===== config.mk =====
export PLATFORM = sky130hd
export DESIGN_NAME = updi_transaction_flat
export DESIGN_NICKNAME = d
export VERILOG_FILES = /design/src/rtl/updi_transaction_if.sv /design/src/rtl/updi_transaction.sv /design/src/flat_wrapper.sv
export SDC_FILE = /design/constraint.sdc
export NUM_CORES = 1
export LEC_CHECK = 0
export CAP_MARGIN = 30
export CORE_ASPECT_RATIO = 1.2
export CORE_MARGIN = 2
export CORE_UTILIZATION = 46
export CTS_BUF_LIST = sky130_fd_sc_hd__clkbuf_4
export DETAILED_ROUTE_END_ITERATION = 10
export PLACE_DENSITY = 0.8
export SETUP_SLACK_MARGIN = 0.02
export SYNTH_ARGS = -nofsm -noshare
export SYNTH_HDL_FRONTEND = slang
export SYNTH_SLANG_ARGS = --single-unit

===== constraint.sdc =====
create_clock -name clk -period 9.7 [get_ports clk]
set_input_delay 1.94 -clock clk [delete_from_list [all_inputs] [get_ports clk]]
set_output_delay 1.94 -clock clk [all_outputs]
set_load 0.01 [all_outputs]

===== src/rtl/updi_transaction_if.sv =====
// updi_transaction_if: host-side and uart_fifo-side signal bundle for updi_transaction
// Signals: start, tx_len, rx_len; tx_byte/tx_byte_valid/tx_byte_ready; rx_byte/rx_byte_valid;
//   busy, done, err_code; uf_tx_data, uf_tx_fifo_wr_en, uf_tx_fifo_full, uf_rx_data,
//   uf_rx_fifo_rd_en, uf_rx_fifo_empty, uf_rx_error, uf_uart_busy.
// Modports: slave = the transaction engine, master = host plus uart_fifo environment.
interface updi_transaction_if #(
  parameter int MAX_LEN = 16
);
  localparam int LEN_W = $clog2(MAX_LEN + 1);
  logic             start;
  logic [LEN_W-1:0] tx_len;
  logic [LEN_W-1:0] rx_len;
  logic [7:0]       tx_byte;
  logic             tx_byte_valid;
  logic             tx_byte_ready;
  logic [7:0]       rx_byte;
  logic             rx_byte_valid;
  logic             busy;
  logic             done;
  logic [1:0]       err_code;
  logic [7:0]       uf_tx_data;
  logic             uf_tx_fifo_wr_en;
  logic             uf_tx_fifo_full;
  logic [7:0]       uf_rx_data;
  logic             uf_rx_fifo_rd_en;
  logic             uf_rx_fifo_empty;
  logic             uf_rx_error;
  logic             uf_uart_busy;
  modport slave (
    input  start, tx_len, rx_len, tx_byte, tx_byte_valid,
           uf_tx_fifo_full, uf_rx_data, uf_rx_fifo_empty, uf_rx_error, uf_uart_busy,
    output tx_byte_ready, rx_byte, rx_byte_valid, busy, done, err_code,
           uf_tx_data, uf_tx_fifo_wr_en, uf_rx_fifo_rd_en
  );
  modport master (
    output start, tx_len, rx_len, tx_byte, tx_byte_valid,
           uf_tx_fifo_full, uf_rx_data, uf_rx_fifo_empty, uf_rx_error, uf_uart_busy,
    input  tx_byte_ready, rx_byte, rx_byte_valid, busy, done, err_code,
           uf_tx_data, uf_tx_fifo_wr_en, uf_rx_fifo_rd_en
  );
endinterface


===== src/rtl/updi_transaction.sv =====
// updi_transaction: UPDI byte transaction sequencer with echo checking over a uart_fifo
// Ports: clk, rst (synchronous, active high); bus (slave modport of updi_transaction_if)
//   carrying the host transaction/byte streams and the uart_fifo tx/rx FIFO controls.
module updi_transaction #(
  parameter int MAX_LEN    = 16,
  parameter int ECHO_DEPTH = 4,
  parameter int TIMEOUT    = 50000
) (
  input logic               clk,
  input logic               rst,
  updi_transaction_if.slave bus
);
  localparam int LEN_W = $clog2(MAX_LEN + 1);
  localparam int PW    = $clog2(ECHO_DEPTH);
  localparam int OW    = $clog2(ECHO_DEPTH + 1);
  typedef enum logic [2:0] {IDLE, SEND, ECHO, RECV, FLUSH, DONE} state_t;
  state_t           state_q, state_d;
  logic [1:0]       err_q, err_d;
  logic [LEN_W-1:0] tx_len_q, rx_len_q, sent_q, rcvd_q, tx_cl, rx_cl;
  logic [PW-1:0]    wp_q, rp_q;
  logic [OW-1:0]    outst_q;
  logic [15:0]      tmo_q;
  logic [7:0]       echo_q [ECHO_DEPTH];
  logic             push, echo_pop, echo_ok, recv_pop, any_pop, tmo_run, tmo_hit, line_err;
  assign tx_cl = bus.tx_len > LEN_W'(MAX_LEN) ? LEN_W'(MAX_LEN) : bus.tx_len;
  assign rx_cl = bus.rx_len > LEN_W'(MAX_LEN) ? LEN_W'(MAX_LEN) : bus.rx_len;
  // every FIFO-facing strobe is gated by rst so outputs read zero during reset
  assign bus.tx_byte_ready = !rst && state_q == SEND && sent_q < tx_len_q &&
                             !bus.uf_tx_fifo_full && outst_q < OW'(ECHO_DEPTH);
  assign push     = bus.tx_byte_ready && bus.tx_byte_valid;
  assign echo_pop = !rst && (state_q == SEND || state_q == ECHO) &&
                    !bus.uf_rx_fifo_empty && outst_q != '0;
  assign echo_ok  = echo_pop && bus.uf_rx_data == echo_q[rp_q];
  assign recv_pop = !rst && state_q == RECV && !bus.uf_rx_fifo_empty;
  assign any_pop  = echo_pop || recv_pop || (!rst && state_q == FLUSH && !bus.uf_rx_fifo_empty);
  assign tmo_run  = state_q == ECHO || state_q == RECV || (state_q == SEND && outst_q != '0);
  // a byte arriving on the expiry cycle wins over the timeout
  assign tmo_hit  = tmo_run && !any_pop && tmo_q == 16'(TIMEOUT - 1);
  assign line_err = bus.uf_rx_error && state_q inside {SEND, ECHO, RECV};
  assign bus.uf_tx_data       = push ? bus.tx_byte : 8'h00;
  assign bus.uf_tx_fifo_wr_en = push;
  assign bus.uf_rx_fifo_rd_en = any_pop;
  assign bus.rx_byte_valid    = recv_pop;
  assign bus.rx_byte          = recv_pop ? bus.uf_rx_data : 8'h00;
  assign bus.busy             = !rst && state_q != IDLE;
  assign bus.done             = !rst && state_q == DONE;
  assign bus.err_code         = rst ? 2'd0 : err_q;
  always_comb begin
    state_d = state_q;
    err_d   = err_q;
    if (state_q == IDLE) begin
      if (bus.start) begin
        state_d = tx_cl != '0 ? SEND : rx_cl != '0 ? RECV : DONE;
        err_d   = 2'd0;
      end
    end else if (line_err) begin
      state_d = FLUSH;
      err_d   = 2'd3;
    end else if (echo_pop && !echo_ok) begin
      state_d = FLUSH;
      err_d   = 2'd1;
    end else if (tmo_hit) begin
      state_d = FLUSH;
      err_d   = 2'd2;
    end else if (state_q == SEND) begin
      state_d = sent_q == tx_len_q ? ECHO : SEND;
    end else if (state_q == ECHO) begin
      state_d = outst_q != '0 ? ECHO : rx_len_q != '0 ? RECV : DONE;
    end else if (state_q == RECV) begin
      state_d = recv_pop && rcvd_q == rx_len_q - 1'b1 ? DONE : RECV;
    end else if (state_q == FLUSH) begin
      state_d = bus.uf_rx_fifo_empty && !bus.uf_uart_busy ? DONE : FLUSH;
    end else begin
      state_d = IDLE;
    end
  end
  always_ff @(posedge clk) begin
    if (rst) begin
      state_q  <= IDLE;
      err_q    <= '0;
      tx_len_q <= '0;
      rx_len_q <= '0;
      sent_q   <= '0;
      rcvd_q   <= '0;
      wp_q     <= '0;
      rp_q     <= '0;
      outst_q  <= '0;
      tmo_q    <= '0;
    end else begin
      state_q <= state_d;
      err_q   <= err_d;
      tmo_q   <= (state_d != state_q || any_pop) ? '0 : tmo_q + 16'(tmo_run);
      if (state_q == IDLE && bus.start) begin
        tx_len_q <= tx_cl;
        rx_len_q <= rx_cl;
        sent_q   <= '0;
        rcvd_q   <= '0;
        wp_q     <= '0;
        rp_q     <= '0;
        outst_q  <= '0;
      end else begin
        if (push) echo_q[wp_q] <= bus.tx_byte;
        wp_q    <= wp_q + PW'(push);
        sent_q  <= sent_q + LEN_W'(push);
        rp_q    <= rp_q + PW'(echo_pop);
        outst_q <= outst_q + OW'(push) - OW'(echo_ok);
        rcvd_q  <= rcvd_q + LEN_W'(recv_pop);
      end
    end
  end
endmodule


===== src/flat_wrapper.sv =====
// flat-port wrapper written by rule: the top's interface ports become plain ports
module updi_transaction_flat 
#(
  parameter int MAX_LEN    = 16,
  parameter int ECHO_DEPTH = 4,
  parameter int TIMEOUT    = 50000
)
  (clk, rst, bus_start, bus_tx_len, bus_rx_len, bus_tx_byte, bus_tx_byte_valid, bus_uf_tx_fifo_full, bus_uf_rx_data, bus_uf_rx_fifo_empty, bus_uf_rx_error, bus_uf_uart_busy, bus_tx_byte_ready, bus_rx_byte, bus_rx_byte_valid, bus_busy, bus_done, bus_err_code, bus_uf_tx_data, bus_uf_tx_fifo_wr_en, bus_uf_rx_fifo_rd_en);
  updi_transaction_if #(.MAX_LEN(MAX_LEN)) bus_i ();
  input logic clk;
  input logic rst;
  input wire logic [$bits(bus_i.start)-1:0] bus_start;
  input wire logic [$bits(bus_i.tx_len)-1:0] bus_tx_len;
  input wire logic [$bits(bus_i.rx_len)-1:0] bus_rx_len;
  input wire logic [$bits(bus_i.tx_byte)-1:0] bus_tx_byte;
  input wire logic [$bits(bus_i.tx_byte_valid)-1:0] bus_tx_byte_valid;
  input wire logic [$bits(bus_i.uf_tx_fifo_full)-1:0] bus_uf_tx_fifo_full;
  input wire logic [$bits(bus_i.uf_rx_data)-1:0] bus_uf_rx_data;
  input wire logic [$bits(bus_i.uf_rx_fifo_empty)-1:0] bus_uf_rx_fifo_empty;
  input wire logic [$bits(bus_i.uf_rx_error)-1:0] bus_uf_rx_error;
  input wire logic [$bits(bus_i.uf_uart_busy)-1:0] bus_uf_uart_busy;
  output wire logic [$bits(bus_i.tx_byte_ready)-1:0] bus_tx_byte_ready;
  output wire logic [$bits(bus_i.rx_byte)-1:0] bus_rx_byte;
  output wire logic [$bits(bus_i.rx_byte_valid)-1:0] bus_rx_byte_valid;
  output wire logic [$bits(bus_i.busy)-1:0] bus_busy;
  output wire logic [$bits(bus_i.done)-1:0] bus_done;
  output wire logic [$bits(bus_i.err_code)-1:0] bus_err_code;
  output wire logic [$bits(bus_i.uf_tx_data)-1:0] bus_uf_tx_data;
  output wire logic [$bits(bus_i.uf_tx_fifo_wr_en)-1:0] bus_uf_tx_fifo_wr_en;
  output wire logic [$bits(bus_i.uf_rx_fifo_rd_en)-1:0] bus_uf_rx_fifo_rd_en;
  assign bus_i.start = bus_start;
  assign bus_i.tx_len = bus_tx_len;
  assign bus_i.rx_len = bus_rx_len;
  assign bus_i.tx_byte = bus_tx_byte;
  assign bus_i.tx_byte_valid = bus_tx_byte_valid;
  assign bus_i.uf_tx_fifo_full = bus_uf_tx_fifo_full;
  assign bus_i.uf_rx_data = bus_uf_rx_data;
  assign bus_i.uf_rx_fifo_empty = bus_uf_rx_fifo_empty;
  assign bus_i.uf_rx_error = bus_uf_rx_error;
  assign bus_i.uf_uart_busy = bus_uf_uart_busy;
  assign bus_tx_byte_ready = bus_i.tx_byte_ready;
  assign bus_rx_byte = bus_i.rx_byte;
  assign bus_rx_byte_valid = bus_i.rx_byte_valid;
  assign bus_busy = bus_i.busy;
  assign bus_done = bus_i.done;
  assign bus_err_code = bus_i.err_code;
  assign bus_uf_tx_data = bus_i.uf_tx_data;
  assign bus_uf_tx_fifo_wr_en = bus_i.uf_tx_fifo_wr_en;
  assign bus_uf_rx_fifo_rd_en = bus_i.uf_rx_fifo_rd_en;
  updi_transaction #(.MAX_LEN(MAX_LEN), .ECHO_DEPTH(ECHO_DEPTH), .TIMEOUT(TIMEOUT)) u_core (.clk(clk), .rst(rst), .bus(bus_i));
endmodule

[Word-level counts from Yosys, hierarchy flattened]
Memories as Yosys holds them, arrays and structs flattened. A register that Yosys moved wholly into a read port is not among the register bits.
Index checks and enable logic that the tools add are counted.
Storage, ports and cells
  flip-flop bits (word level): 48
  bits in latches: 0
  RAM bits: 32
  bits in read-only memories: 0
  input port bits: 34
  output and inout port bits: 24
  word-level logic and storage cells: 111
  memories: 1
Operators by class
  $add $sub $neg: 8
  multiply operators: 0
  div/mod/pow operators: 0
  $lt $le $gt $ge: 4
  equal/unequal tests: 11
  shift-type cells: 0
  mux-type cells: 31
  bitwise logic cells: 0
  reduce and logical (&&, ||, !) cells: 46
Memory list
  u_core.echo_q: words 4, bits a word 8, read ports 1, clocked after memory_dff 1, wr ports 1, RTL line updi_transaction.sv:23  | logic [7:0] echo_q [ECHO_DEPTH];
Operators with widths (count)
  3-bit two-way mux: 14
  1-bit logical AND: 23
  16-bit by 1-bit adder with 16-bit output: 1
  16-bit equality test (second input constant): 1
  2-bit two-way mux: 8
  8-bit two-way mux: 2
  5-bit nonzero test: 3
  5-bit by 1-bit adder with 5-bit output: 2
  5-bit equality test: 2
  5-bit greater-than comparator (second input constant): 2
  5-bit two-way mux: 2
  3-bit nonzero test: 3
  8-bit equality test: 1
  3-bit by 2-bit equality test with 1-bit output (second input constant): 2
  3-bit equality test (second input constant): 2
  1-bit logical NOT: 6
  1-bit logical OR: 6
  5-bit less-than comparator: 1
  1-bit two-way mux: 5
  5-bit by 1-bit subtractor with 5-bit output (second input constant): 1
  2-bit by 1-bit adder with 2-bit output: 2
  4-bit nonzero test: 1
  2-bit OR reduction: 2
  3-bit by 1-bit adder with 3-bit output: 1
  other kinds (7): 7

[Logic depth before layout (Yosys ltp)]
Gate-level depths: netlist of the first run.
  word-level depth: 17
  gate-level depth with buffers: 16
  gate-level depth less buffers: 16

[Worst setup path after synthesis of the first run]
No wires, ideal clock.
  kind: input -> output
  from: input port bus_uf_tx_fifo_full
  to: output port bus_uf_tx_fifo_wr_en
  arrival: 3.388 ns
  required time: 7.760 ns
  path slack: 4.372 ns
  stages: 4
  path buffers: 0
  cells stage by stage: or4_1 > a2111oi_4 > nand2_1 > inv_1
On the way
  longest elaborated chain between the ends: 4
RTL lines
  start, declared: RTL line flat_wrapper.sv:17  | input wire logic [$bits(bus_i.uf_tx_fifo_full)-1:0] bus_uf_tx_fifo_full;
  1-bit logical NOT: RTL line updi_transaction.sv:29  | !bus.uf_tx_fifo_full && outst_q < OW'(ECHO_DEPTH);
  1-bit logical AND: RTL line updi_transaction.sv:28  | assign bus.tx_byte_ready = !rst && state_q == SEND && sent_q < tx_len_q &&
  1-bit logical AND: RTL line updi_transaction.sv:29
  net bus_tx_byte_ready: RTL line flat_wrapper.sv:22  | output wire logic [$bits(bus_i.tx_byte_ready)-1:0] bus_tx_byte_ready;
  1-bit logical AND: RTL line updi_transaction.sv:30  | assign push = bus.tx_byte_ready && bus.tx_byte_valid;
  end, declared: RTL line flat_wrapper.sv:29  | output wire logic [$bits(bus_i.uf_tx_fifo_wr_en)-1:0] bus_uf_tx_fifo_wr_en;
The timed path passes the listed nets, and every way through them passes these cells.

[Worst setup path in the final report of the first run]
  from: input port rst
  to: output port bus_uf_tx_fifo_wr_en
On the way
  longest elaborated chain between the ends: 6
RTL lines
  start, declared: RTL line flat_wrapper.sv:11  | input logic rst;
  1-bit logical NOT: RTL line updi_transaction.sv:28
  1-bit logical AND (3 in series): RTL line updi_transaction.sv:28
  1-bit logical AND: RTL line updi_transaction.sv:29
  1-bit logical AND: RTL line updi_transaction.sv:30
Every way passes these cells.

==> results of run 1 <==
registers in the layout, summed over array words and instances (netlist names):
signal,count
u_core.rx_len_q,5
u_core.rp_q,2
u_core.wp_q,2
u_core.sent_q,5
u_core.tmo_q,16
u_core.err_q,2
u_core.echo_q,32
u_core.outst_q,3
u_core.tx_len_q,5
u_core.state_q,3
u_core.rcvd_q,5
stage by stage:
stage	instance area, µm²	hold WS [ns]
global route	4910	0.502
global placement	4770	0.445
floorplan	4100	0.432
finish	4910	0.466
detailed placement	4770	0.451
CTS	4910	0.468
cell families after synthesis:
group	share of synthesized area, %
simple gates	23.5
flops	46.9
xor+xnor	8.34
compound gates	6.96
buf+inv	3.18
fa+ha+maj	5.38
mux	5.68
cell type report:
class                           count  area share (%)
Multi-Input combinational cell    260            41.7
Sequential cell                    80            39.2
Timing Repair Buffer               62            12.3
Tap cell                          117            2.98
Clock buffer                       12            1.84
Inverter                           14            1.07
Clock inverter                      4           0.943
layer usage:
metal  routed length, µm  vias to the layer above  part of all wire (%)
li1                    -                     1462                     -
met1                3470                     1441                    40
met2                4660                       55                    54
met3                 303                       15                   3.5
met4                 173                        0                   2.0
met5                   0                        -                     0
cell usage in the layout, fill, tap and decap left out, types with 2 or more instances in the layout:
master           synthesis  routed
nor3_1                  14      14
and4_1                   2       2
nor3_2                   8       8
xor2_1                  14      14
buf_4                    1       4
and2_1                  10      10
clkbuf_4                 0      12
nand3b_1                 9       9
edfxtp_1                32      32
xnor2_1                 25      25
or4_1                    4       4
dfxtp_1                 48      48
nor4b_1                  3       3
nor2b_1                  5       5
nand2b_1                 3       3
nor3b_1                  3       3
nand3_1                 13      13
clkdlybuf4s50_1          0      57
nor4_1                   2       2
inv_1                   14      14
and3_1                  22      22
ha_1                    16      16
nor3b_2                  2       2
nand2_1                 22      22
mux4_1                   8       8
nand4_1                  7       7
a21oi_1                 15      15
nor2_1                  24      24
o21ai_0                  3       3
worst max-delay path by stage:
stage | cells after the start | slack (ns) | end
after global placement | 6 | 3.14 | bus_uf_tx_fifo_wr_en
after global routing | 6 | 2.81 | bus_uf_tx_fifo_wr_en
after floorplan | 4 | 4.37 | bus_uf_tx_fifo_wr_en
final | 6 | 2.99 | bus_uf_tx_fifo_wr_en
after detailed placement | 6 | 3.02 | bus_uf_tx_fifo_wr_en
after CTS | 6 | 3.02 | bus_uf_tx_fifo_wr_en
worst register-to-register path, cell delays in order, from the launching register on:
cell and delay [ns]:
dfxtp_1 0.36, inv_1 0.05, ha_1 0.29, nor2b_1 0.14, o21a_1 0.16, o21ai_0 0.17
nand2b_1 0.14, a2111oi_4 0.70, nand2_1 0.25, ha_1 0.34, inv_1 0.06, ha_1 0.13
inv_1 0.05, fa_1 0.37, xor2_1 0.16, xnor2_1 0.16, nor2_1 0.05
power by group through the flow:
stage | Combinational, µW | Sequential, µW | Clock [µW]
2_1_floorplan | 225 | 381 | 0
3_3_place_gp | 255 | 398 | 0
3_5_place_dp | 264 | 398 | 0
4_1_cts | 264 | 391 | 198
5_1_grt | 291 | 394 | 212
6_report | 265 | 391 | 193
==> flow_summary.yaml, run 1 <==
placed_design:
  dp.cells: 533
  pre_cts_ws_ns: 3.02
  dpl.hpwl_um: 6410
  place.gp.congestion: 0.800
  numPortBuffers: 57
synthesis:
  synthesis.nets: 418
  async_reset_ff_share_pct: 0
  syn_inst: 367
  synth_cell_type_count: 57
  synth.ff_latch_count: 80
  synth_top_area_cell: "dfxtp_1"
  yosysTopAreaCellShare_pct: 23.5
  syn_area_mm2: 0.00410
  yosysSeqAreaShare_pct: 46.9
  synth.avg_cell_area_um2: 11.2
  synth_warnings: 0
  yosys-top-cells-count: "dfxtp_1, edfxtp_1, xnor2_1, nor2_1"
  synth.area.top_cells: "dfxtp_1, edfxtp_1, xnor2_1"
  yosysMostFrequentCell: "dfxtp_1"
  synth_edf_count: 32
  ys.flop_type: "dfxtp_1"
timing:
  fin_crit_sh_pct: 69.1
  setup_tns_ns: 0
  rsz0062_at_grt: "false"
  slew_viol_final: 0
  max_slew_margin_pct: 49.0
  tightest_slew_ns: 0.763
  finalCriticalPeriod_ns: 6.71
  fin_ws_ns: 2.99
  clock_skew_ns: 0.0152
  max_freq_mhz: 149
  hold_viol_final: 0
  setup_viol: 0
cts:
  clk_latency_ns: 0.42
  cts_max_level: 3
  clock_sinks: 80
  hold_buffers: 0
  post-cts-setup-buffer-count: 0
  root_buffer: "clkbuf_4"
  clkTransAtPathRegs_ns: 0.12
  cts_made_buffers: 9
  cts_buffer_depth: 2
  cts_resized: 0
  cts_tree: "done"
power_and_ir_drop:
  swShare_pct: 34.9
  peakVddDrop_mv: 0.102
  p_leak_uw: 0.00176
  powerDensity_mw_per_mm2: 173
  total_power_uw: 849
  p_int_uw: 553
  p_seq_share_pct: 46.1
  power.switching_uw: 296
  clockPowerShare_pct: 22.7
  p_comb_share_pct: 31.2
cells_and_area:
  diodes: 0
  fin_cells: 549
  final-seq-area_mm2: 0.00192
  multi_input_area_mm2: 0.00204
  area_delta_synth_final_pct: 19.8
  fillers: 742
  drive_gt1_share_pct: 9.95
  fin_nets: 478
  final_core_util_pct: 57.0
global_route:
  grt_pass1_vias: 2885
  overflow: 0
  grt_max_degree: 22
  grtUsageMet1_pct: 20.8
  antenna_found_initial: 0
  grt.busiest_layer: "met2"
  grt_pass1_wl_um: 13900
  met3_usage_pct: 3.78
  grtUsageMet2_pct: 33.7
  track_usage_pct: 18.3
worst_setup_path:
  critical_path.startpoint_type: "primary input"
  r2r_slack_ns: 5.98
  reg2reg_depth: 16
  crit_required_ns: 7.76
  cp_num_buf_inv: 3
  cp.arrival_ns: 4.77
  r2r_start: "u_core.tx_len_q[1]$_SDFFE_PP0P_"
  path_cells: "clkdlybuf4s50_1 > nand2b_1 > a2111oi_4 > nand2_1 > inv_1 > clkdlybuf4s50_1"
  crit_fanout: 20
  cpMostUsedCell: "clkdlybuf4s50_1"
  end_kind: "output pin"
  crit_type: "in2out"
  slowest_stage: "clkdlybuf4s50_1"
  critPathLaunch: "rst"
  r2r_end: "u_core.outst_q[2]$_SDFF_PP0_"
  crit_family: "buffers and inverters"
  worst_path_largest_cell_delay_ns: 0.79
hold_path:
  hold_depth: 2
  hp-class: "reg2reg"
  min_from: "u_core.tx_len_q[2]$_SDFFE_PP0P_"
  holdPathEnd: "u_core.tx_len_q[2]$_SDFFE_PP0P_"
route:
  drcViolationCount: 0
  vias_per_cell: 5.42
  ant_nets: 0
  num_vias: 2973
  drtIter0Drc: 173
  drt_wl_total_um: 8600
  firstDrtPassIters: 4
  wire_per_inst_um: 15.7
floorplanning:
  dieArea_mm2: 0.00968
  initial_core_util_pct: 47.6
  core_mm2: 0.00861
  rows: 37
  fp.dieW_um: 90.1
  die_h_um: 107
  ios: 58
outcome:
  status: "completed"
flow_run:
  maxCapViolations: 0
No activity file was read; power rests on OpenSTA's default activity.
==> run 2: changes to the inputs <==
Settings changed: PLACE_DENSITY 0.8 to 0.83.
Clock period 9.7 ns to 6.1 ns, I/O delays scaled along.
==> run 2 against run 1 <==
Net effect:
- total power is 55% higher
- clock skew is 0.0036 ns higher
- critical path depth is the same
- setup slack worse by 2.0 ns
- via count down 2.1%
- utilization barely moved
- clock power is 41% higher
- worst hold slack improved by 0.0023 ns
- global-route usage down 0.72 points
- first-iteration DRC count is 10% lower
- design area hardly changed
- sequential power up 60%
==> flow_summary.yaml, run 2 (same netlist as run 1, synthesis figures left out) <==
floorplanning:
  ios: 58
  die_h_um: 107
  rows: 37
  fp.dieW_um: 90.1
  initial_core_util_pct: 47.6
  dieArea_mm2: 0.00968
  core_mm2: 0.00861
route:
  drcViolationCount: 0
  num_vias: 2911
  wire_per_inst_um: 15.3
  ant_nets: 0
  firstDrtPassIters: 4
  drt_wl_total_um: 8410
  drtIter0Drc: 155
  vias_per_cell: 5.29
worst_setup_path:
  crit_required_ns: 4.88
  crit_family: "buffers and inverters"
  end_kind: "output pin"
  cpMostUsedCell: "clkdlybuf4s50_1"
  critPathLaunch: "bus_uf_tx_fifo_full"
  path_cells: "clkdlybuf4s50_1 > or4_1 > a2111oi_4 > nand2_1 > inv_1 > clkdlybuf4s50_1"
  r2r_start: "u_core.sent_q[1]$_SDFF_PP0_"
  worst_path_largest_cell_delay_ns: 0.65
  slowest_stage: "a2111oi_4"
  crit_type: "in2out"
  cp_num_buf_inv: 3
  critical_path.startpoint_type: "primary input"
  cp.arrival_ns: 3.86
  crit_fanout: 10
power_and_ir_drop:
  p_seq_share_pct: 47.4
  power.switching_uw: 480
  powerDensity_mw_per_mm2: 268
  swShare_pct: 36.5
  total_power_uw: 1320
  p_int_uw: 836
  p_comb_share_pct: 31.9
  clockPowerShare_pct: 20.7
  peakVddDrop_mv: 0.118
  p_leak_uw: 0.00175
cts:
  root_buffer: "clkbuf_4"
  cts_made_buffers: 9
  hold_buffers: 0
  cts_tree: "done"
  cts_buffer_depth: 2
  clock_sinks: 80
  cts_max_level: 3
  clk_latency_ns: 0.43
  cts_resized: 0
  post-cts-setup-buffer-count: 0
  clkTransAtPathRegs_ns: 0.11
global_route:
  overflow: 0
  antenna_found_initial: 0
  grt_max_degree: 22
  grt_pass1_wl_um: 13600
  grt_pass1_vias: 2893
  track_usage_pct: 17.6
placed_design:
  pre_cts_ws_ns: 1.02
  place.gp.congestion: 0.839
  dpl.hpwl_um: 6140
  numPortBuffers: 57
hold_path:
  hp-class: "reg2reg"
  min_from: "u_core.tx_len_q[1]$_SDFFE_PP0P_"
timing:
  slew_viol_final: 0
  holdWs_ns: 0.468
  setup_tns_ns: 0
  tightest_slew_ns: 0.757
  max_freq_mhz: 197
  finalCriticalPeriod_ns: 5.08
  hold_viol_final: 0
  fin_crit_sh_pct: 83.3
  fin_ws_ns: 1.02
  clock_skew_ns: 0.0188
  max_slew_margin_pct: 49.0
  setup_viol: 0
  rsz0062_at_grt: "false"
cells_and_area:
  regMostFlops: "u_core.echo_q"
  reg_top3: "u_core.echo_q (32), u_core.tmo_q (16)"
  final_common_cell: "clkdlybuf4s50_1"
  diodes: 0
  final_cell_mix: "clkdlybuf4s50_1, dfxtp_1, edfxtp_1"
  drive_gt1_share_pct: 10.4
  fin_nets: 479
  area_delta_synth_final_pct: 19.7
  largest_register_ffs: 32
outcome:
  status: "completed"
flow_run:
  maxCapViolations: 0
run 2: cell count changes in the layout (fill, tap and decap cells not counted), sizes merged:
cell,before,now
clkinvlp,1,2
bufinv,1,0
clkbuf,12,11
buf,5,6
clkinv,2,3
run 2: layer usage:
metal / vias up / global-route usage (%) / part of all wire (%)
met5: - / 0 / 0
met3: 8 / 4.20 / 3.9
met4: 0 / 6.92 / 1.0
met1: 1386 / 20.6 / 43
li1: 1469 / - / -
met2: 48 / 31.0 / 53
run 2: layout make-up:
cell class | instances | area, µm²
clock buffer | 11 | 82.6
clock inverter | 5 | 33.8
fill | 742 | 3710
inverter | 14 | 52.6
multi-input combinational | 260 | 2050
sequential | 80 | 1920
tap | 117 | 146
timing repair buffer | 63 | 616
run 2: power groups by stage:
| stage | logic [µW] | clock network (µW) | registers, µW |
|---|---|---|---|
| after global routing | 461 | 297 | 630 |
| after CTS | 422 | 275 | 623 |
| after detailed placement | 420 | 0 | 635 |
| final | 420 | 272 | 624 |
| after floorplan | 359 | 0 | 605 |
| after global placement | 406 | 0 | 633 |
run 2: path summary, 6_finish.rpt:
path                                                        end  slack, ns  cells past startpoint
worst max-delay path                       bus_uf_tx_fifo_wr_en       1.02                      6
worst min-delay path            u_core.tx_len_q[1]$_SDFFE_PP0P_       0.47                      2
worst max register to register     u_core.outst_q[2]$_SDFF_PP0_       2.51                     15
worst min register to register  u_core.tx_len_q[1]$_SDFFE_PP0P_       0.47                      2
run 2: metrics by stage:
stage          area [µm²]  utilization [%]  cells
2_1_floorplan        4100                -    367
3_3_place_gp         4790             55.6    534
3_5_place_dp         4790             55.6    534
4_1_cts              4900             56.9    550
5_1_grt              4900             56.9    550
6_report             4900             56.9    550
run 2: tightest hold or removal path, stage by stage (launching register included):
cell,delay (ns)
dfxtp_1,0.33
nand2_1,0.05
a21oi_1,0.05
